[src/rtl/cpu_pkg.sv]
// Shared CPU control definitions: FSM states, opcode fields,
// instruction classes and the ALU operation encoding.
package cpu_pkg;

    typedef enum logic [2:0] {
        ST_FETCH,
        ST_DECODE,
        ST_EXEC,
        ST_ALUWB,
        ST_MOVWB,
        ST_MEMRD,
        ST_LOADWB,
        ST_MEMWR
    } state_e;

    typedef enum logic [2:0] {
        CLS_R,
        CLS_I,
        CLS_SHIFT,
        CLS_MOV,
        CLS_MOVI,
        CLS_LOAD,
        CLS_STOR,
        CLS_ILL
    } op_class_e;

    localparam logic [3:0] OP_RTYPE = 4'b0000;
    localparam logic [3:0] OP_SHIFT = 4'b1000;
    localparam logic [3:0] OP_MOVI  = 4'b1101;
    localparam logic [3:0] OP_MEM   = 4'b0100;

    localparam logic [3:0] EXT_ADD  = 4'b0101;
    localparam logic [3:0] EXT_SUB  = 4'b1001;
    localparam logic [3:0] EXT_CMP  = 4'b1011;
    localparam logic [3:0] EXT_AND  = 4'b0001;
    localparam logic [3:0] EXT_OR   = 4'b0010;
    localparam logic [3:0] EXT_XOR  = 4'b0011;
    localparam logic [3:0] EXT_MOV  = 4'b1101;
    localparam logic [3:0] EXT_LSH  = 4'b0100;
    localparam logic [3:0] EXT_LOAD = 4'b0000;
    localparam logic [3:0] EXT_STOR = 4'b0100;

    localparam logic [3:0] ALU_ADD = 4'b0000;
    localparam logic [3:0] ALU_SUB = 4'b0001;
    localparam logic [3:0] ALU_AND = 4'b0010;
    localparam logic [3:0] ALU_OR  = 4'b0011;
    localparam logic [3:0] ALU_XOR = 4'b0100;
    localparam logic [3:0] ALU_CMP = 4'b0101;

    localparam logic [1:0] MUX4_REG = 2'b00;
    localparam logic [1:0] MUX4_IMM = 2'b01;
    localparam logic [1:0] WB_ALU   = 2'b00;
    localparam logic [1:0] WB_MEM   = 2'b01;
    localparam logic [1:0] WB_MOV   = 2'b10;
    localparam logic [1:0] PC_REG   = 2'b00;

    // The same 4-bit code names an ALU op in Ext (R-type) or OpCode (I-type)
    function automatic logic is_alu_code(input logic [3:0] c);
        return (c == EXT_ADD) || (c == EXT_SUB) || (c == EXT_CMP) ||
               (c == EXT_AND) || (c == EXT_OR)  || (c == EXT_XOR);
    endfunction

    function automatic logic [3:0] alu_of(input logic [3:0] c);
        logic [3:0] a;
        a = ALU_ADD;
        case (c)
            EXT_SUB: a = ALU_SUB;
            EXT_CMP: a = ALU_CMP;
            EXT_AND: a = ALU_AND;
            EXT_OR:  a = ALU_OR;
            EXT_XOR: a = ALU_XOR;
            default: a = ALU_ADD;
        endcase
        return a;
    endfunction

endpackage

[src/rtl/op_decode.sv]
// Combinational instruction decode: class, ALU op, compare/LSHI
// flags and illegal detection from OpCode/OpCodeExt.
module op_decode
    import cpu_pkg::*;
(
    input  logic [3:0] op_i,
    input  logic [3:0] ext_i,
    output op_class_e  cls_o,
    output logic [3:0] alu_o,
    output logic       cmp_o,
    output logic       lshi_o,
    output logic       illegal_o
);

    always_comb begin
        cls_o  = CLS_ILL;
        alu_o  = ALU_ADD;
        cmp_o  = 1'b0;
        lshi_o = 1'b0;
        unique case (op_i)
            OP_RTYPE: begin
                if (is_alu_code(ext_i)) begin
                    cls_o = CLS_R;
                    alu_o = alu_of(ext_i);
                    cmp_o = (ext_i == EXT_CMP);
                end else if (ext_i == EXT_MOV) begin
                    cls_o = CLS_MOV;
                end
            end
            OP_SHIFT: begin
                if (ext_i == EXT_LSH) begin
                    cls_o = CLS_SHIFT;
                end else if (ext_i[3:1] == 3'b000) begin
                    cls_o  = CLS_SHIFT;
                    lshi_o = 1'b1;
                end
            end
            OP_MOVI: cls_o = CLS_MOVI;
            OP_MEM: begin
                if (ext_i == EXT_LOAD) begin
                    cls_o = CLS_LOAD;
                end else if (ext_i == EXT_STOR) begin
                    cls_o = CLS_STOR;
                end
            end
            default: begin
                if (is_alu_code(op_i)) begin
                    cls_o = CLS_I;
                    alu_o = alu_of(op_i);
                    cmp_o = (op_i == EXT_CMP);
                end
            end
        endcase
    end

    assign illegal_o = (cls_o == CLS_ILL);

endmodule

[src/rtl/control_fsm.sv]
// Multi-cycle CPU control unit: sequences fetch, decode, execute,
// memory and writeback, driving datapath enables and selects.
module control_fsm
    import cpu_pkg::*;
(
    input  logic       clk,
    input  logic       reset,
    input  logic [3:0] OpCode,
    input  logic [3:0] OpCodeExt,
    input  logic       memAck,
    output logic       memReq,
    output logic       memWrite,
    output logic       irS,
    output logic       srcRegEn,
    output logic       dstRegEn,
    output logic       immRegEn,
    output logic       resultRegEn,
    output logic       regFileEn,
    output logic       signEn,
    output logic       shiftALUMuxEn,
    output logic       regImmMuxEn,
    output logic [1:0] mux4En,
    output logic [1:0] regpcCont,
    output logic [1:0] exMemResultEn,
    output logic [3:0] aluControl,
    output logic       illegal
);

    state_e     state_q, state_d;
    op_class_e  cls;
    logic [3:0] alu_op;
    logic       is_cmp;
    logic       is_lshi;
    logic       is_ill;

    op_decode u_dec (
        .op_i      (OpCode),
        .ext_i     (OpCodeExt),
        .cls_o     (cls),
        .alu_o     (alu_op),
        .cmp_o     (is_cmp),
        .lshi_o    (is_lshi),
        .illegal_o (is_ill)
    );

    always_comb begin
        state_d = state_q;
        unique case (state_q)
            ST_FETCH:  if (memAck) state_d = ST_DECODE;
            ST_DECODE: begin
                unique case (cls)
                    CLS_R, CLS_I, CLS_SHIFT: state_d = ST_EXEC;
                    CLS_MOV, CLS_MOVI:       state_d = ST_MOVWB;
                    CLS_LOAD:                state_d = ST_MEMRD;
                    CLS_STOR:                state_d = ST_MEMWR;
                    CLS_ILL:                 state_d = ST_FETCH;
                endcase
            end
            // Compares only update flags, so they skip writeback
            ST_EXEC:   state_d = is_cmp ? ST_FETCH : ST_ALUWB;
            ST_ALUWB:  state_d = ST_FETCH;
            ST_MOVWB:  state_d = ST_FETCH;
            ST_MEMRD:  if (memAck) state_d = ST_LOADWB;
            ST_LOADWB: state_d = ST_FETCH;
            ST_MEMWR:  if (memAck) state_d = ST_FETCH;
        endcase
    end

    always_ff @(posedge clk) begin
        if (reset) begin
            state_q <= ST_FETCH;
        end else begin
            state_q <= state_d;
        end
    end

    // Outputs are a function of state and opcode, blanked while in reset
    always_comb begin
        memReq        = 1'b0;
        memWrite      = 1'b0;
        irS           = 1'b0;
        srcRegEn      = 1'b0;
        dstRegEn      = 1'b0;
        immRegEn      = 1'b0;
        resultRegEn   = 1'b0;
        regFileEn     = 1'b0;
        signEn        = 1'b0;
        shiftALUMuxEn = 1'b0;
        regImmMuxEn   = 1'b0;
        mux4En        = MUX4_REG;
        regpcCont     = PC_REG;
        exMemResultEn = WB_ALU;
        aluControl    = ALU_ADD;
        illegal       = 1'b0;
        if (!reset) begin
            unique case (state_q)
                ST_FETCH: begin
                    memReq = 1'b1;
                    irS    = 1'b1;
                end
                ST_DECODE: begin
                    if (is_ill) begin
                        illegal = 1'b1;
                    end else begin
                        srcRegEn = 1'b1;
                        dstRegEn = 1'b1;
                        immRegEn = 1'b1;
                    end
                end
                ST_EXEC: begin
                    resultRegEn = 1'b1;
                    aluControl  = alu_op;
                    if (cls == CLS_I) begin
                        mux4En = MUX4_IMM;
                        signEn = 1'b1;
                    end
                    if (cls == CLS_SHIFT) begin
                        shiftALUMuxEn = 1'b1;
                        regImmMuxEn   = is_lshi;
                    end
                end
                ST_ALUWB: begin
                    regFileEn     = 1'b1;
                    exMemResultEn = WB_ALU;
                end
                ST_MOVWB: begin
                    regFileEn     = 1'b1;
                    exMemResultEn = WB_MOV;
                    if (cls == CLS_MOVI) begin
                        mux4En = MUX4_IMM;
                        signEn = 1'b1;
                    end
                end
                ST_MEMRD: begin
                    memReq    = 1'b1;
                    regpcCont = PC_REG;
                end
                ST_LOADWB: begin
                    regFileEn     = 1'b1;
                    exMemResultEn = WB_MEM;
                end
                ST_MEMWR: begin
                    memReq    = 1'b1;
                    memWrite  = 1'b1;
                    regpcCont = PC_REG;
                end
            endcase
        end
    end

endmodule

[config.mk]
export PLATFORM = sky130hd
export DESIGN_NAME = control_fsm
export DESIGN_NICKNAME = d
export VERILOG_FILES = /design/src/rtl/cpu_pkg.sv /design/src/rtl/op_decode.sv /design/src/rtl/control_fsm.sv
export SDC_FILE = /design/constraint.sdc
export NUM_CORES = 1
export LEC_CHECK = 0
export BUFFER_PORTS_ARGS = -buffer_cell sky130_fd_sc_hd__buf_2
export CORE_MARGIN = 1.5
export CORE_UTILIZATION = 46
export CTS_BUF_LIST = sky130_fd_sc_hd__clkbuf_4
export CTS_CLUSTER_SIZE = 16
export DETAILED_ROUTE_END_ITERATION = 6
export HOLD_SLACK_MARGIN = 0.03
export PLACE_DENSITY = 0.78
export SLEW_MARGIN = 20
export SYNTH_ARGS = -nofsm -noshare
export SYNTH_HDL_FRONTEND = slang
export SYNTH_SLANG_ARGS = --single-unit
[constraint.sdc]
create_clock -name clk -period 2 [get_ports clk]
set_input_delay 0.1 -clock clk [delete_from_list [all_inputs] [get_ports clk]]
set_output_delay 0.1 -clock clk [all_outputs]
set_load 0.01 [all_outputs]
==> impl_results.md <==
* Status: finished, final reports clean
* Setup TNS at 0 ns
* Worst skew pair latency at between 0.2 and 0.25 ns
* Die H at about 47 µm
* Comb pwr share at 0.538
* Most common cell after layout, fill and taps aside: buf_2
* Total of warnings raised by yosys at 0
* Routed wire length at around 2400 µm
* # DRC at 0
* Core area at ~1800 µm²
* Post-Syn Instances at about 130
* CTS clk-pin slew, worst paths at around 0.030 ns
* Final Slew Violations at 0
* Largest register FFs at 3
* Top FF cell, synth: dfxtp_1
* Die ar. at between 2000 and 2500 µm²
* Power Total at about 420 µW
* Initial cell density of the core at 0.509
* Clk sink count at 3
* Worst-case reg-to-reg path depth at 5
* Maximum buffer depth of the clock tree at 2
* Syn-to-layout area delta at 23.7%
* Port buffer count at 28
* Fmax achieved at 520 MHz
* Setup violators final at 0
* Critical path fanouts, max at 5
* Post-route ant nets at 0
* Tcrit/Tclk final at 0.961
* Internal Power at 258 µW
* DRT iter0 DRCs at 29
* Compound-Gate Fraction of Synth Area at 0.303
* Switching pwr at 165 µW
* Gr usage total at 0.223
* Max Cap Violations at 0
* Async SR Flop Fraction at 0
* Top-area cell type share of the netlist area at 0.0745
* RR Endpoint: state_q[1]
* Proportion of layout cells with a drive suffix above 1 at 0.379
* Crit path DAT at between 1.5 and 2 ns
* WL/cell at between 10 and 15 µm
* Placer Congestion at between 0.8 and 0.9
* Most frequent cells in the layout: 25 x buf_2, 18 x buf_4, 13 x nor2_1, 12 x a21oi_1, 11 x nand2_1
* Final std cells w/o fill at 186
* Largest cells by area after synthesis: buf_4 7.4%, a21oi_1 6.6%, dfxtp_1 6.6%, buf_6 6.2%, nor2_1 5.4%
* Largest area contributor in the netlist: buf_4
* Vias in the first global route at approximately 940
* Adder-Cell Fraction of Synth Area at 0.0414
* Sw Ratio at 0.390
* Hold wc startpoint: reset
* Yosys cell types at 44
* FP Rows at 15
* CTS root buf: clkbuf_4
* Leak at roughly 0.54 nW
* Hold Path Class: primary input to register
* Post-DP HPWL at ~1800 µm
* Critical path class: primary input to output pin
* I/O pins at 33
* XOR/XNOR share of the synthesized area at 0.0193
* Largest regs: state_q (3)
* R2R Setup Slk at approximately 0.59 ns
* Pwr dens at 378 nW/µm²
* DIE WIDTH at 47.4 µm
* Total gr overflow at 0
* Largest family of logic cells by synthesized area: simple AND/OR/NAND/NOR gates
* Cell Area, Synth at 907 µm²
* CTS buffer count at 3
* H-tree Lvls at 1
* Simple-gate area share of the yosys netlist at 0.317
* Area after DPL at around 1000 µm²
* Via-per-instance ratio at 5.68
* Crit path time final at approximately 1.9 ns
* Reg power frac at 0.190
* Share of power burned in the clock network at 0.271
* Global-route wire length before repair at around 3700 µm
* CP Capture Type: output pin
* Hold buffers post-CTS at 0
* Filler cells at 159
* Register area share after synthesis at 0.0662
* Clk_skew at just over 0.0003 ns
* FF+latch count, synth at 3
* Post-Route Utilization at 0.629
* Avg Synthesized Cell Area at 7.03 µm²
* Multiplexer share of the synthesized area at 0.0234
* Largest net degree at the start of global routing at 14
* Hold Fails Final Rpt at 0
* RSZ-0062 raised after global routing: true
* Peak VDD IR at around 340 µV
* Reg2reg start: state_q[2]
* Antenna cells at 0
* Final instance area at 1120 µm²
* Drt first pass iters at 4
* Antenna violations before repair at 0
* CP Launch Type: primary input
* Hold path endpoint: state_q[0]
* CP required at roughly 1.9 ns
* Final #Nets at ~180
* CTS tree: done
* Hold Crit Depth at 2
* DR vias at between 1000 and 1500
* Top reg by flops: state_q
* EDFF count, synth at 0
* Inst Count DP at between 150 and 200
## timing repair
action,in CTS,in global routing
buffers inserted,1,2
pin swaps,2,1
cloned,0,0
setup endpoints to repair,3,4
resized for setup,0,7
## critical path, stage by stage
cell       delay, ns
buf_4           0.13
a211o_1         0.25
a211o_1         0.26
a221oi_4        0.31
inv_2           0.09
ha_4            0.18
a2111oi_4       0.31
buf_2           0.19
## cell type report
cell class / count / area [µm²] / area share
multi-input cells: 104 / 696 / 0.620
repair buffers: 45 / 287 / 0.255
flip-flops and latches: 3 / 60.1 / 0.0535
well taps: 25 / 31.3 / 0.0279
clock buffers: 4 / 30.0 / 0.0268
inverters: 5 / 18.8 / 0.0167
## stage by stage
| step | hold WS [ns] | setup slack, ns |
|---|---|---|
| 3_3_place_gp | 0.390 | 0.0193 |
| 3_5_place_dp | 0.399 | -0.0267 |
| 2_1_floorplan | 0.282 | -0.0197 |
| 4_1_cts | 0.161 | 0.0128 |
| 5_1_grt | 0.180 | -0.0376 |
| 6_report | 0.166 | 0.0773 |
## routing by layer
layer / vias up / track usage / part of all wire
li1: 521 / - / -
met1: 490 / 0.268 / 0.45
met2: 41 / 0.370 / 0.48
met3: 4 / 0.0538 / 0.054
met4: 0 / 0.106 / 0.017
met5: - / 0 / 0
## cell families (layout without fill, tap and decap cells)
kind of cell	after synthesis	count (layout)
AND/OR/NAND/NOR	57	57
AO/OA/AOI/OAI	36	36
buffers and inverters	25	54
adder cells (fa/ha/maj)	3	3
flip-flops	3	3
XOR/XNOR	2	2
multiplexers	2	2
other	1	4
## Yosys cell counts, types with 2 or more instances
cell type,instances
a22oi_1,2
ha_1,3
nand3_1,4
inv_1,5
a211o_1,2
o311a_1,2
buf_6,5
and3_1,4
dfxtp_1,3
a21oi_1,12
nor4_1,4
and2_1,2
nor3_1,8
nor2_1,13
buf_4,9
clkbuf_8,2
nand2b_1,7
o21ai_0,5
nand2_1,11
o22ai_1,2
## power by group through the flow
| stage | Clock (mW) | Combinational [mW] | Sequential [mW] |
|---|---|---|---|
| 3_3_place_gp | 0 | 0.210 | 0.0803 |
| 5_1_grt | 0.120 | 0.253 | 0.0820 |
| 3_5_place_dp | 0 | 0.215 | 0.0810 |
| 6_report | 0.115 | 0.228 | 0.0806 |
| 4_1_cts | 0.119 | 0.217 | 0.0802 |
| 2_1_floorplan | 0 | 0.189 | 0.0705 |
## worst max path at each step
stage	slack [ns]	endpoint	start	depth (start not counted)
2_1_floorplan	-0.02	immRegEn	OpCodeExt[1]	8
3_3_place_gp	0.02	immRegEn	OpCodeExt[2]	8
3_5_place_dp	-0.03	srcRegEn	OpCodeExt[2]	8
4_1_cts	0.01	srcRegEn	OpCodeExt[2]	8
5_1_grt	-0.04	immRegEn	OpCodeExt[2]	8
6_report	0.08	srcRegEn	OpCodeExt[1]	8
(Power assumes the default switching activity.)
